### config.mk
export PLATFORM = sky130hd
export DESIGN_NAME = beep_decode
export DESIGN_NICKNAME = d
export VERILOG_FILES = /design/src/rtl/beep_decode.sv
export SDC_FILE = /design/constraint.sdc
export NUM_CORES = 1
export LEC_CHECK = 0
export ABC_AREA = 1
export CORE_MARGIN = 2
export CORE_UTILIZATION = 38
export DETAILED_ROUTE_END_ITERATION = 8
export SKIP_LAST_GASP = 1
export SYNTH_ARGS = -nofsm -noshare
export SYNTH_HDL_FRONTEND = slang
export SYNTH_SLANG_ARGS = --single-unit
### constraint.sdc
create_clock -name clk -period 2.11 [get_ports clk]
set_clock_uncertainty 0.05 [all_clocks]
set_input_delay 0.211 -clock clk [delete_from_list [all_inputs] [get_ports clk]]
set_output_delay 0.211 -clock clk [all_outputs]
set_load 0.02 [all_outputs]
### src/rtl/beep_decode.sv
// beep_decode: measures buzzer half-periods between synchronized edges
// and locks onto one of three nominal tones after CONFIRM matches.
module beep_decode #(
  parameter int HALF_W  = 20,
  parameter int T0_HALF = 95420,
  parameter int T1_HALF = 75758,
  parameter int T2_HALF = 63776,
  parameter int TOL     = 2000,
  parameter int CONFIRM = 4,
  parameter int SILENCE = 2500000
) (
  input  logic              clk,
  input  logic              rst,
  input  logic              beep,
  output logic [1:0]        tone_code,
  output logic              tone_valid,
  output logic              tone_active,
  output logic              tone_end,
  output logic [HALF_W-1:0] half_period
);

  // The counter must reach SILENCE even when HALF_W is narrower,
  // so it is sized for both; measurements clamp to HALF_W all-ones.
  localparam int SW = $clog2(SILENCE + 1);
  localparam int CW = (SW > HALF_W) ? SW : HALF_W;
  localparam int MW = $clog2(CONFIRM + 1);

  localparam logic [CW-1:0] CNT_MAX = '1;
  localparam logic [CW-1:0] SIL     = CW'(SILENCE);
  localparam logic [CW-1:0] H_MAX   = CW'({HALF_W{1'b1}});
  localparam logic [MW-1:0] CONF    = MW'(CONFIRM);

  typedef enum logic [1:0] {
    IDLE   = 2'd0,
    ARMED  = 2'd1,
    COUNT  = 2'd2,
    LOCKED = 2'd3
  } state_t;

  state_t            state_q;
  logic              sync1_q;
  logic              sync2_q;
  logic              sync3_q;
  logic              edge_q;
  logic [CW-1:0]     cnt_q;
  logic [CW-1:0]     cnt_d;
  logic [1:0]        cand_q;
  logic [MW-1:0]     match_q;
  logic [1:0]        code_q;
  logic              valid_q;
  logic              active_q;
  logic              end_q;
  logic [HALF_W-1:0] half_q;

  logic [HALF_W-1:0] meas;
  logic [1:0]        cls;
  logic              silence;

  function automatic logic in_win(
    input logic [HALF_W-1:0] h,
    input longint            t
  );
    longint hv;
    hv = longint'(h);
    return (hv >= t - longint'(TOL)) && (hv <= t + longint'(TOL));
  endfunction

  always_ff @(posedge clk or posedge rst) begin
    if (rst) begin
      sync1_q <= 1'b0;
      sync2_q <= 1'b0;
      sync3_q <= 1'b0;
      edge_q  <= 1'b0;
    end else begin
      sync1_q <= beep;
      sync2_q <= sync1_q;
      sync3_q <= sync2_q;
      edge_q  <= sync2_q ^ sync3_q;
    end
  end

  assign silence = (cnt_q >= SIL);

  always_comb begin
    cnt_d = cnt_q;
    if (edge_q) begin
      cnt_d = CW'(1);
    end else if (state_q == IDLE || silence) begin
      cnt_d = '0;
    end else if (cnt_q != CNT_MAX) begin
      cnt_d = cnt_q + CW'(1);
    end
  end

  always_ff @(posedge clk or posedge rst) begin
    if (rst) begin
      cnt_q <= '0;
    end else begin
      cnt_q <= cnt_d;
    end
  end

  assign meas = (cnt_q > H_MAX) ? H_MAX[HALF_W-1:0]
                                : cnt_q[HALF_W-1:0];

  always_comb begin
    cls = 2'd3;
    if (in_win(meas, longint'(T0_HALF))) begin
      cls = 2'd0;
    end else if (in_win(meas, longint'(T1_HALF))) begin
      cls = 2'd1;
    end else if (in_win(meas, longint'(T2_HALF))) begin
      cls = 2'd2;
    end
  end

  // An edge takes priority over the silence timeout in the same cycle.
  always_ff @(posedge clk or posedge rst) begin
    if (rst) begin
      state_q  <= IDLE;
      cand_q   <= 2'd0;
      match_q  <= '0;
      code_q   <= 2'd0;
      valid_q  <= 1'b0;
      active_q <= 1'b0;
      end_q    <= 1'b0;
      half_q   <= '0;
    end else begin
      valid_q <= 1'b0;
      end_q   <= 1'b0;
      if (edge_q) begin
        if (state_q != IDLE) begin
          half_q <= meas;
        end
        unique case (state_q)
          IDLE: begin
            state_q <= ARMED;
          end
          ARMED: begin
            if (cls != 2'd3) begin
              cand_q  <= cls;
              match_q <= MW'(1);
              state_q <= COUNT;
            end
          end
          COUNT: begin
            if (cls == 2'd3) begin
              state_q <= ARMED;
            end else if (cls == cand_q) begin
              match_q <= match_q + MW'(1);
              if (match_q + MW'(1) == CONF) begin
                state_q  <= LOCKED;
                valid_q  <= 1'b1;
                active_q <= 1'b1;
                code_q   <= cand_q;
              end
            end else begin
              cand_q  <= cls;
              match_q <= MW'(1);
            end
          end
          LOCKED: begin
            if (cls != cand_q) begin
              end_q    <= 1'b1;
              active_q <= 1'b0;
              if (cls == 2'd3) begin
                state_q <= ARMED;
              end else begin
                cand_q  <= cls;
                match_q <= MW'(1);
                state_q <= COUNT;
              end
            end
          end
          default: begin
            state_q <= IDLE;
          end
        endcase
      end else if (state_q != IDLE && silence) begin
        state_q  <= IDLE;
        active_q <= 1'b0;
        if (state_q == LOCKED) begin
          end_q <= 1'b1;
        end
      end
    end
  end

  assign tone_code   = code_q;
  assign tone_valid  = valid_q;
  assign tone_active = active_q;
  assign tone_end    = end_q;
  assign half_period = half_q;

endmodule
==> flow_metrics.tcl, run 1 <==
set metrics [dict create \
    status "finished with violations" \
    violations "setup timing" \
    final_cell_mix "buf_4, nand2_1, dfrtp_1" \
    antenna_found_initial 0 \
    antenna_cells 0 \
    fin_crit_sh 1.16 \
    switching_share 0.348 \
    cp.required_ns 2.30 \
    p_leak_nw 2.64 \
    finalSetupViolCount 29 \
    area_growth_pct 62.2 \
    hold_class "in -> async" \
    final_common_cell "buf_4" \
    grt.met2_usage 0.367 \
    hpwl_um 8250 \
    ir_worst_vdd_mv 0.436 \
    cp_max_fo 6 \
    cts.clk_slew.worst_paths_ns 0.08 \
    regArea_um2 1450 \
    yosysSeqAreaShare 0.425 \
    core_um2 8720 \
    synth_cell_types 35 \
    fillCellCount 717 \
    synth_edf_count 0 \
    cts_max_level 3 \
    initial_core_util 0.392 \
    die-area_um2 9770 \
    insertion_delay_ns 0.35 \
    pwr-share-comb 0.368 \
    use_met1 0.339 \
    grt.overflow.total 0 \
    routabilityCongestion 0.926 \
    rsz0062_at_grt "yes" \
    slew_headroom 0.629 \
    clkPwrFrac 0.293 \
    worst_slew_pin_slew_ns 0.555 \
    grt_pass1_vias 3615 \
    tns_ns -4.69 \
    syn_nets 474 \
    use_met3 0.0433 \
    power-per-cell-area_nw_per_um2 777 \
    synth_cells 467 \
    gr-max-usage-layer "met2" \
    report.final.slew_viol_count 0 \
    fmax_ghz 0.409 \
    drc 0 \
    wl_um 12200 \
    synthFlopType "dfrtp_1" \
    multi_input_area_um2 2200 \
    die_height_um 98.8 \
    gr-usage-all-layers 0.238 \
    switching_power_mw 1.50 \
    post-route-util 0.636 \
    internal_power_mw 2.81 \
    drtIter0Drc 373 \
    ys_warn_count 0 \
    ys_seq_elements 58 \
    maxCapViolations 0 \
    setup_ws_ns -0.335 \
    postRouteAntennaNets 0 \
    dr_total_vias 3839 \
    cts_max_path_buffers 2 \
    fin_crit_ns 2.44 \
    hold_viol 0 \
    vias_per_cell 5.30 \
    grt_max_degree 59 \
    startpoint_type "flip-flop" \
    placementRows 34 \
    die_w_um 98.8 \
    route.detailed.wl_per_inst_um 16.8 \
    ios 28 \
    criticalPathCategory "reg -> reg" \
    nets 619 \
    cts_root_buf "clkbuf_8" \
    synth_area_per_cell_um2 7.32 \
    grt_first_pass_wirelength_um 18200 \
    cts_tree "built" \
    endpoint_kind "flip-flop" \
    portBuffers 27 \
    drive_gt1_frac 0.400 \
    hold_ws_ns 0.192 \
    drt_pass1_iterations 7 \
    p_seq_frac 0.339 \
    syn_area_um2 3420 \
    cts_sinks 58 \
    async_flop_share 1.00 \
    arrival_ns 2.63 \
    numCtsBuffers 9 \
]
cells by family after synthesis:
family	after synthesis	share of synthesized area
flops	58	0.425
compound gates	59	0.0959
buf+inv	66	0.0773
simple gates	271	0.364
xor+xnor	9	0.0231
fa+ha+maj	4	0.0146
path summary, 6_finish.rpt:
path | from | endpoint | slack (ns) | depth (start not counted)
hold / removal | rst | half_period[17]$_DFFE_PP0P_ | 0.19 | 3
hold reg to reg | sync1_q$_DFF_PP0_ | sync2_q$_DFF_PP0_ | 0.30 | 0
min in group clk | beep | sync1_q$_DFF_PP0_ | 0.25 | 1
setup reg to reg | cnt_q[21]$_DFFE_PP0P_ | match_q[0]$_DFFE_PP0P_ | -0.33 | 18
max in group asynchronous | rst | cnt_q[13]$_DFFE_PP0P_ | 1.54 | 3
setup / recovery | cnt_q[21]$_DFFE_PP0P_ | match_q[0]$_DFFE_PP0P_ | -0.33 | 18
per-layer routing:
metal,wire length (um),vias to the layer above
met2,5580,141
met4,329,0
li1,-,1818
met1,5470,1853
met3,774,27
met5,0,-
power groups by stage:
stage	registers [mW]	logic (mW)	clock network, mW
2_1_floorplan	1.67	0.511	0
6_report	1.46	1.58	1.26
4_1_cts	1.45	1.39	1.28
3_5_place_dp	1.47	1.37	0
5_1_grt	1.50	1.71	1.34
3_3_place_gp	1.46	1.36	0
stage by stage:
step                cell area, um^2  instances  worst slack, ns  power, mW
detailed placement             4490        682           -0.269       2.85
finish                         5540        725           -0.335       4.31
CTS                            4810        701           -0.219       4.12
global placement               4490        682           -0.218       2.83
floorplan                      3420        467           0.0609       2.18
global route                   5540        725           -0.447       4.56
sequential cells by signal, indices dropped and copies added (netlist names), 2 cells and up:
signal and cells:
state_q 2, tone_code 2, match_q 3, cand_q 2, cnt_q 22, half_period 20
final cells by class:
cell class,count,area share
inverters,54,0.0388
well taps,108,0.0244
clock inverters,5,0.0185
multi-input cells,343,0.397
clock buffers,11,0.0237
flip-flops and latches,58,0.262
repair buffers,146,0.235
critical path, stage by stage, from the launching register on:
cell	delay, ns
dfrtp_1	0.42
nor2_4	0.19
buf_12	0.14
clkbuf_16	0.14
nand2_1	0.08
buf_4	0.14
nor2_2	0.16
nand3_1	0.10
nand2_1	0.08
nand2_2	0.10
nand2_4	0.10
nand2_4	0.05
nand2_4	0.10
nand2_4	0.06
nand2_4	0.08
nand2_4	0.07
nand2_4	0.10
or2_0	0.12
nand2_1	0.05
cells in the mapped netlist (2+ instances only):
cell type	instances	area (um^2)
a211oi_1	3	22.5
a21oi_1	17	85.1
a31oi_1	11	68.8
buf_2	7	35.0
clkbuf_1	4	15.0
clkinv_1	2	7.51
dfrtp_1	58	1450
ha_1	4	50.1
inv_1	51	191
nand2_1	104	390
nand2_2	9	56.3
nand3_1	37	185
nand3_2	6	60.1
nand4_1	11	68.8
nor2_1	75	282
nor2_2	4	25.0
nor2_4	3	33.8
nor3_1	9	45.0
nor4_1	7	43.8
o21ai_0	21	105
o21ai_1	3	15.0
xor2_1	8	70.1
repair_timing:
item	in CTS	in global routing
gates resized for setup	21	132
cloned	0	2
setup buffers	3	23
hold buffers	0	0
pin swaps	7	46
setup endpoints to repair	24	31
No activity file was read; power rests on OpenSTA's default activity.
==> inputs of run 2 (changes only) <==
clock period = 2.95 ns   (was 2.11 ns; I/O delays follow)
==> run 2 against run 1 <==
Net effect: via count is 16% lower; the run now ends clean; sequential share of layout area is 9.4 points higher; highest routed layer unchanged; core utilization is 17 points lower; clock power is 25% lower; critical endpoint is now cnt_q[11]$_DFFE_PP0P_; register-to-register slack better by 0.69 ns; wire length is 21% lower; non-clock buffer count is 113 lower.
==> flow_metrics.tcl, run 2 (synthesized netlist as in run 1, its figures left out) <==
set metrics [dict create \
    status "finished clean" \
    antenna_cells 0 \
    p_seq_frac 0.366 \
    critPathSlowestCell "dfrtp_1" \
    criticalPathCategory "reg -> reg" \
    core_um2 8720 \
    hpwl_um 7280 \
    tns_ns 0 \
    critical_path.top_delay_family "simple AND/OR/NAND/NOR gates" \
    crit_buf_inv 2 \
    antenna_found_initial 0 \
    die-area_um2 9770 \
    ir_worst_vdd_mv 0.263 \
    routabilityCongestion 0.954 \
    drt_pass1_iterations 5 \
    drc 0 \
    grt_pass1_vias 3175 \
    final_cell_mix "nand2_1, nor2_1, dfrtp_1" \
    cp.required_ns 3.13 \
    cts.clk_slew.worst_paths_ns 0.07 \
    cts_max_path_buffers 2 \
    cp_max_fo 9 \
    internal_power_mw 1.91 \
    finalSetupViolCount 0 \
    report.final.slew_viol_count 0 \
    hold_class "reg -> reg" \
    largest-register "cnt_q" \
    final_common_cell "nand2_1" \
    fin_crit_sh 0.879 \
    die_w_um 98.8 \
    area_growth_pct 19.2 \
    die_height_um 98.8 \
    largest_reg_flops 22 \
    max_stage_delay_ns 0.41 \
    cts_tree "built" \
    dr_wl_met3_um 576 \
    arrival_ns 2.77 \
    switching_share 0.329 \
    cts_max_level 3 \
    portBuffers 27 \
    wl_um 9640 \
    fin_crit_ns 2.59 \
    grt_max_degree 32 \
    worst_slew_pin_slew_ns 0.616 \
    multi_input_area_um2 1700 \
    initial_core_util 0.392 \
    endpoint_kind "flip-flop" \
    p_leak_nw 1.90 \
    regArea_um2 1450 \
    rsz0062_at_grt "no" \
    top_layer "met4" \
    slew_headroom 0.589 \
    drtIter0Drc 304 \
    grt_first_pass_wirelength_um 16100 \
    fmax_ghz 0.386 \
    postRouteAntennaNets 0 \
    fin_total_pwr_mw 2.85 \
    insertion_delay_ns 0.34 \
    startpoint_type "flip-flop" \
    ios 28 \
    drt-met1-wl_um 4740 \
    dr_total_vias 3217 \
    vias_per_cell 5.26 \
    gr-usage-all-layers 0.211 \
    post-route-util 0.467 \
    hold_viol 0 \
    final_area_um2 4070 \
    cts_sinks 58 \
    switching_power_uw 939 \
    numCtsBuffers 9 \
    route.detailed.wl_per_inst_um 15.8 \
    maxCapViolations 0 \
    drive_gt1_frac 0.0972 \
    cpMostUsedCell "nor2_1" \
    fillCellCount 860 \
    path_cells "nand2_1 -> nor2_1 -> inv_1 -> nor3_2 -> nand4_2 -> nand3_1 -> nor2_1 -> inv_1 -> nor2_1 -> a221oi_1" \
    placementRows 34 \
    met2_wirelength_um 4100 \
    dpl-instance-area_um2 3820 \
    grt.overflow.total 0 \
    cts_hold_buffers 0 \
    cts_root_buf "clkbuf_8" \
    nets 506 \
    power-per-cell-area_nw_per_um2 700 \
    pwr-share-comb 0.303 \
    clkPwrFrac 0.331 \
]
==> run 2: worst paths after layout <==
path | cells after the start | slack [ns] | end | from
hold reg to reg | 0 | 0.30 | sync2_q$_DFF_PP0_ | sync1_q$_DFF_PP0_
hold / removal | 0 | 0.30 | sync2_q$_DFF_PP0_ | sync1_q$_DFF_PP0_
min in group asynchronous | 2 | 0.31 | cand_q[1]$_DFFE_PP0P_ | rst
max in group asynchronous | 3 | 1.97 | cnt_q[8]$_DFFE_PP0P_ | rst
setup / recovery | 10 | 0.36 | cnt_q[11]$_DFFE_PP0P_ | cnt_q[11]$_DFFE_PP0P_
setup reg to reg | 10 | 0.36 | cnt_q[11]$_DFFE_PP0P_ | cnt_q[11]$_DFFE_PP0P_
==> run 2: layout make-up <==
class / count / share of cell area
Inverter: 54 / 0.0498
Multi-Input combinational cell: 343 / 0.418
Timing Repair Buffer: 33 / 0.0805
Clock buffer: 12 / 0.0381
Tap cell: 108 / 0.0332
Sequential cell: 58 / 0.356
Clock inverter: 4 / 0.0240
==> run 2: metrics by stage <==
step                worst slack (ns)  std cells  hold WS, ns
floorplan                      0.901        467        0.276
finish                         0.357        612        0.304
global placement               0.386        596        0.282
CTS                            0.353        612        0.308
detailed placement             0.381        596        0.293
global route                  0.0302        612        0.335
==> run 2: power by group through the flow <==
stage | logic [mW] | clock network [mW] | registers [mW]
after floorplan | 0.366 | 0 | 1.19
after global placement | 0.875 | 0 | 1.05
after detailed placement | 0.870 | 0 | 1.06
after CTS | 0.871 | 0.965 | 1.05
after global routing | 0.952 | 1.00 | 1.07
final | 0.863 | 0.944 | 1.04
==> run 2: what timing repair did <==
action,CTS,global route
endpoints found under the setup margin,0,3
buffers inserted,0,0
resized for setup,0,1
==> run 2: per-layer routing <==
metal | global-route usage | up-vias
li1 | - | 1588
met5 | 0 | -
met2 | 0.310 | 113
met4 | 0.0822 | 0
met1 | 0.303 | 1492
met3 | 0.0461 | 24
==> inputs of run 3 (changes only) <==
CORE_ASPECT_RATIO = 0.6   (was unset)
==> run 3 against run 2 <==
Net effect: maximum frequency is 1.1% lower; core utilization is 1.4 points higher; wire length is 1.5% higher; global-route usage hardly changed; cell area is 1.9% higher; hold slack worse by 0.0068 ns.
==> flow_metrics.tcl, run 3 (synthesized netlist as in run 1, its figures left out) <==
set metrics [dict create \
    critical_path.top_delay_family "simple AND/OR/NAND/NOR gates" \
    worstHoldPathCells 0 \
    initial_core_util 0.396 \
    slew_headroom 0.562 \
    insertion_delay_ns 0.33 \
    post-route-util 0.482 \
    cts_root_buf "clkbuf_16" \
    drc 0 \
    power-per-cell-area_nw_per_um2 716 \
    use_met1 0.327 \
    stdcell_count 619 \
    gr-usage-all-layers 0.211 \
    final_common_cell "nand2_1" \
    worst_slew_pin_slew_ns 0.657 \
    rsz0062_at_grt "no" \
    path_cells "nor2_4 -> buf_4 -> nand3_1 -> nor2_2 -> nand2_1 -> nand2_1 -> inv_1 -> nand3_1 -> nand2_1 -> nand2_1 -> nand2_1 -> nand2_2 -> nand3_2 -> nor2_1 -> nand3_2 -> nand2_1 -> o21ai_1" \
    setup_ws_ns 0.327 \
    status "finished clean" \
    final_cell_mix "nand2_1, nor2_1, dfrtp_1" \
    ios 28 \
    cts_tree "built" \
    dr_total_vias 3297 \
    hold_viol 0 \
    numCtsBuffers 9 \
    postCtsResizedCells 0 \
    postRouteAntennaNets 0 \
    antenna_found_initial 0 \
    grt_pass1_vias 2995 \
    fin_total_pwr_mw 2.97 \
    maxCapViolations 0 \
    placementRows 26 \
    grt.overflow.total 0 \
    hold_end "sync2_q$_DFF_PP0_" \
    endpoint_kind "flip-flop" \
    p_leak_nw 1.95 \
    worstReg2RegEnd "tone_code[0]$_DFFE_PP0P_" \
    cts_hold_buffers 0 \
    reg2regPathDepth 17 \
    cp.required_ns 3.12 \
    vias_per_cell 5.33 \
    cpMostUsedCell "nand2_1" \
    die_w_um 126 \
    fmax_ghz 0.381 \
    cts_max_path_buffers 2 \
    grt.met2_usage 0.263 \
    fin_crit_sh 0.889 \
    crit_buf_inv 2 \
    dp.cells 603 \
    report.final.slew_viol_count 0 \
    tns_ns 0 \
    dpl-instance-area_um2 3850 \
    final_area_um2 4150 \
    arrival_ns 2.79 \
    die_height_um 77.5 \
    nets 509 \
    critPathSlowestCell "dfrtp_1" \
    criticalPathCategory "reg -> reg" \
    fillCellCount 835 \
    pre_cts_ws_ns 0.397 \
    max_stage_delay_ns 0.46 \
    use_met3 0.0841 \
    route.detailed.wl_per_inst_um 15.8 \
    hold_class "reg -> reg" \
    core_um2 8620 \
    area_growth_pct 21.5 \
    grt_max_degree 31 \
    hold_path_startpoint "sync1_q$_DFF_PP0_" \
    antenna_cells 0 \
    drt_pass1_iterations 5 \
    cts_max_level 3 \
    gr-max-usage-layer "met1" \
    largest_reg_flops 22 \
    largest-register "cnt_q" \
    die-area_um2 9790 \
    post_cts_buffers 0 \
    wl_um 9790 \
    reg2reg_from "cnt_q[20]$_DFFE_PP0P_" \
    portBuffers 27 \
    cp_max_fo 25 \
    hpwl_um 7580 \
    ir_worst_vdd_mv 0.274 \
    grt_first_pass_wirelength_um 15800 \
    cts.clk_slew.worst_paths_ns 0.05 \
    r2r_slack_ns 0.33 \
    finalSetupViolCount 0 \
    fin_crit_ns 2.62 \
    drive_gt1_frac 0.103 \
    cts_sinks 58 \
    drtIter0Drc 384 \
    routabilityCongestion 1.08 \
    hold_ws_ns 0.297 \
    startpoint_type "flip-flop" \
]
-- run 3: cell types whose count changed in the layout (fill, tap and decap cells not counted), sizes merged --
cell	previous run	this run
buf	6	9
clkbuf	12	11
clkinv	2	5
bufinv	3	1
-- run 3: worst max path at each step --
stage | from | end | depth (start not counted)
floorplan | cnt_q[20]$_DFFE_PP0P_ | match_q[0]$_DFFE_PP0P_ | 19
global placement | cnt_q[20]$_DFFE_PP0P_ | match_q[1]$_DFFE_PP0P_ | 19
detailed placement | cnt_q[20]$_DFFE_PP0P_ | tone_code[0]$_DFFE_PP0P_ | 17
CTS | cnt_q[20]$_DFFE_PP0P_ | tone_code[0]$_DFFE_PP0P_ | 17
global route | cnt_q[20]$_DFFE_PP0P_ | match_q[1]$_DFFE_PP0P_ | 19
finish | cnt_q[20]$_DFFE_PP0P_ | tone_code[0]$_DFFE_PP0P_ | 17
-- run 3: per-layer routing --
layer | vias to the layer above | part of all wire | wire length (um)
met2 | 168 | 0.37 | 3650
met4 | 0 | 0.012 | 115
met1 | 1523 | 0.50 | 4930
met5 | - | 0 | 0
li1 | 1595 | - | -
met3 | 11 | 0.11 | 1090
-- run 3: area by class of cell --
| type | count | area (um^2) | share of cell area |
|---|---|---|---|
| clock buffer | 11 | 253 | 0.0609 |
| multi-input combinational | 343 | 1700 | 0.410 |
| tap | 112 | 140 | 0.0338 |
| timing repair buffer | 36 | 350 | 0.0844 |
| inverter | 54 | 203 | 0.0488 |
| clock inverter | 5 | 52.6 | 0.0127 |
| sequential | 58 | 1450 | 0.350 |
-- run 3: worst register-to-register path, delay by kind of cell (launching register included) --
family | cells | cell delay (ns)
buf+inv | 2 | 0.34
flops | 1 | 0.46
compound gates | 1 | 0.06
simple gates | 14 | 1.58
-- run 3: power by group --
group          total (mW)  internal, mW  leakage (nW)  switching (mW)
registers            1.05         0.948         0.762           0.102
clock network        1.05         0.693         0.151           0.356
logic               0.871         0.359          1.03           0.512
total                2.97          2.00          1.95           0.971
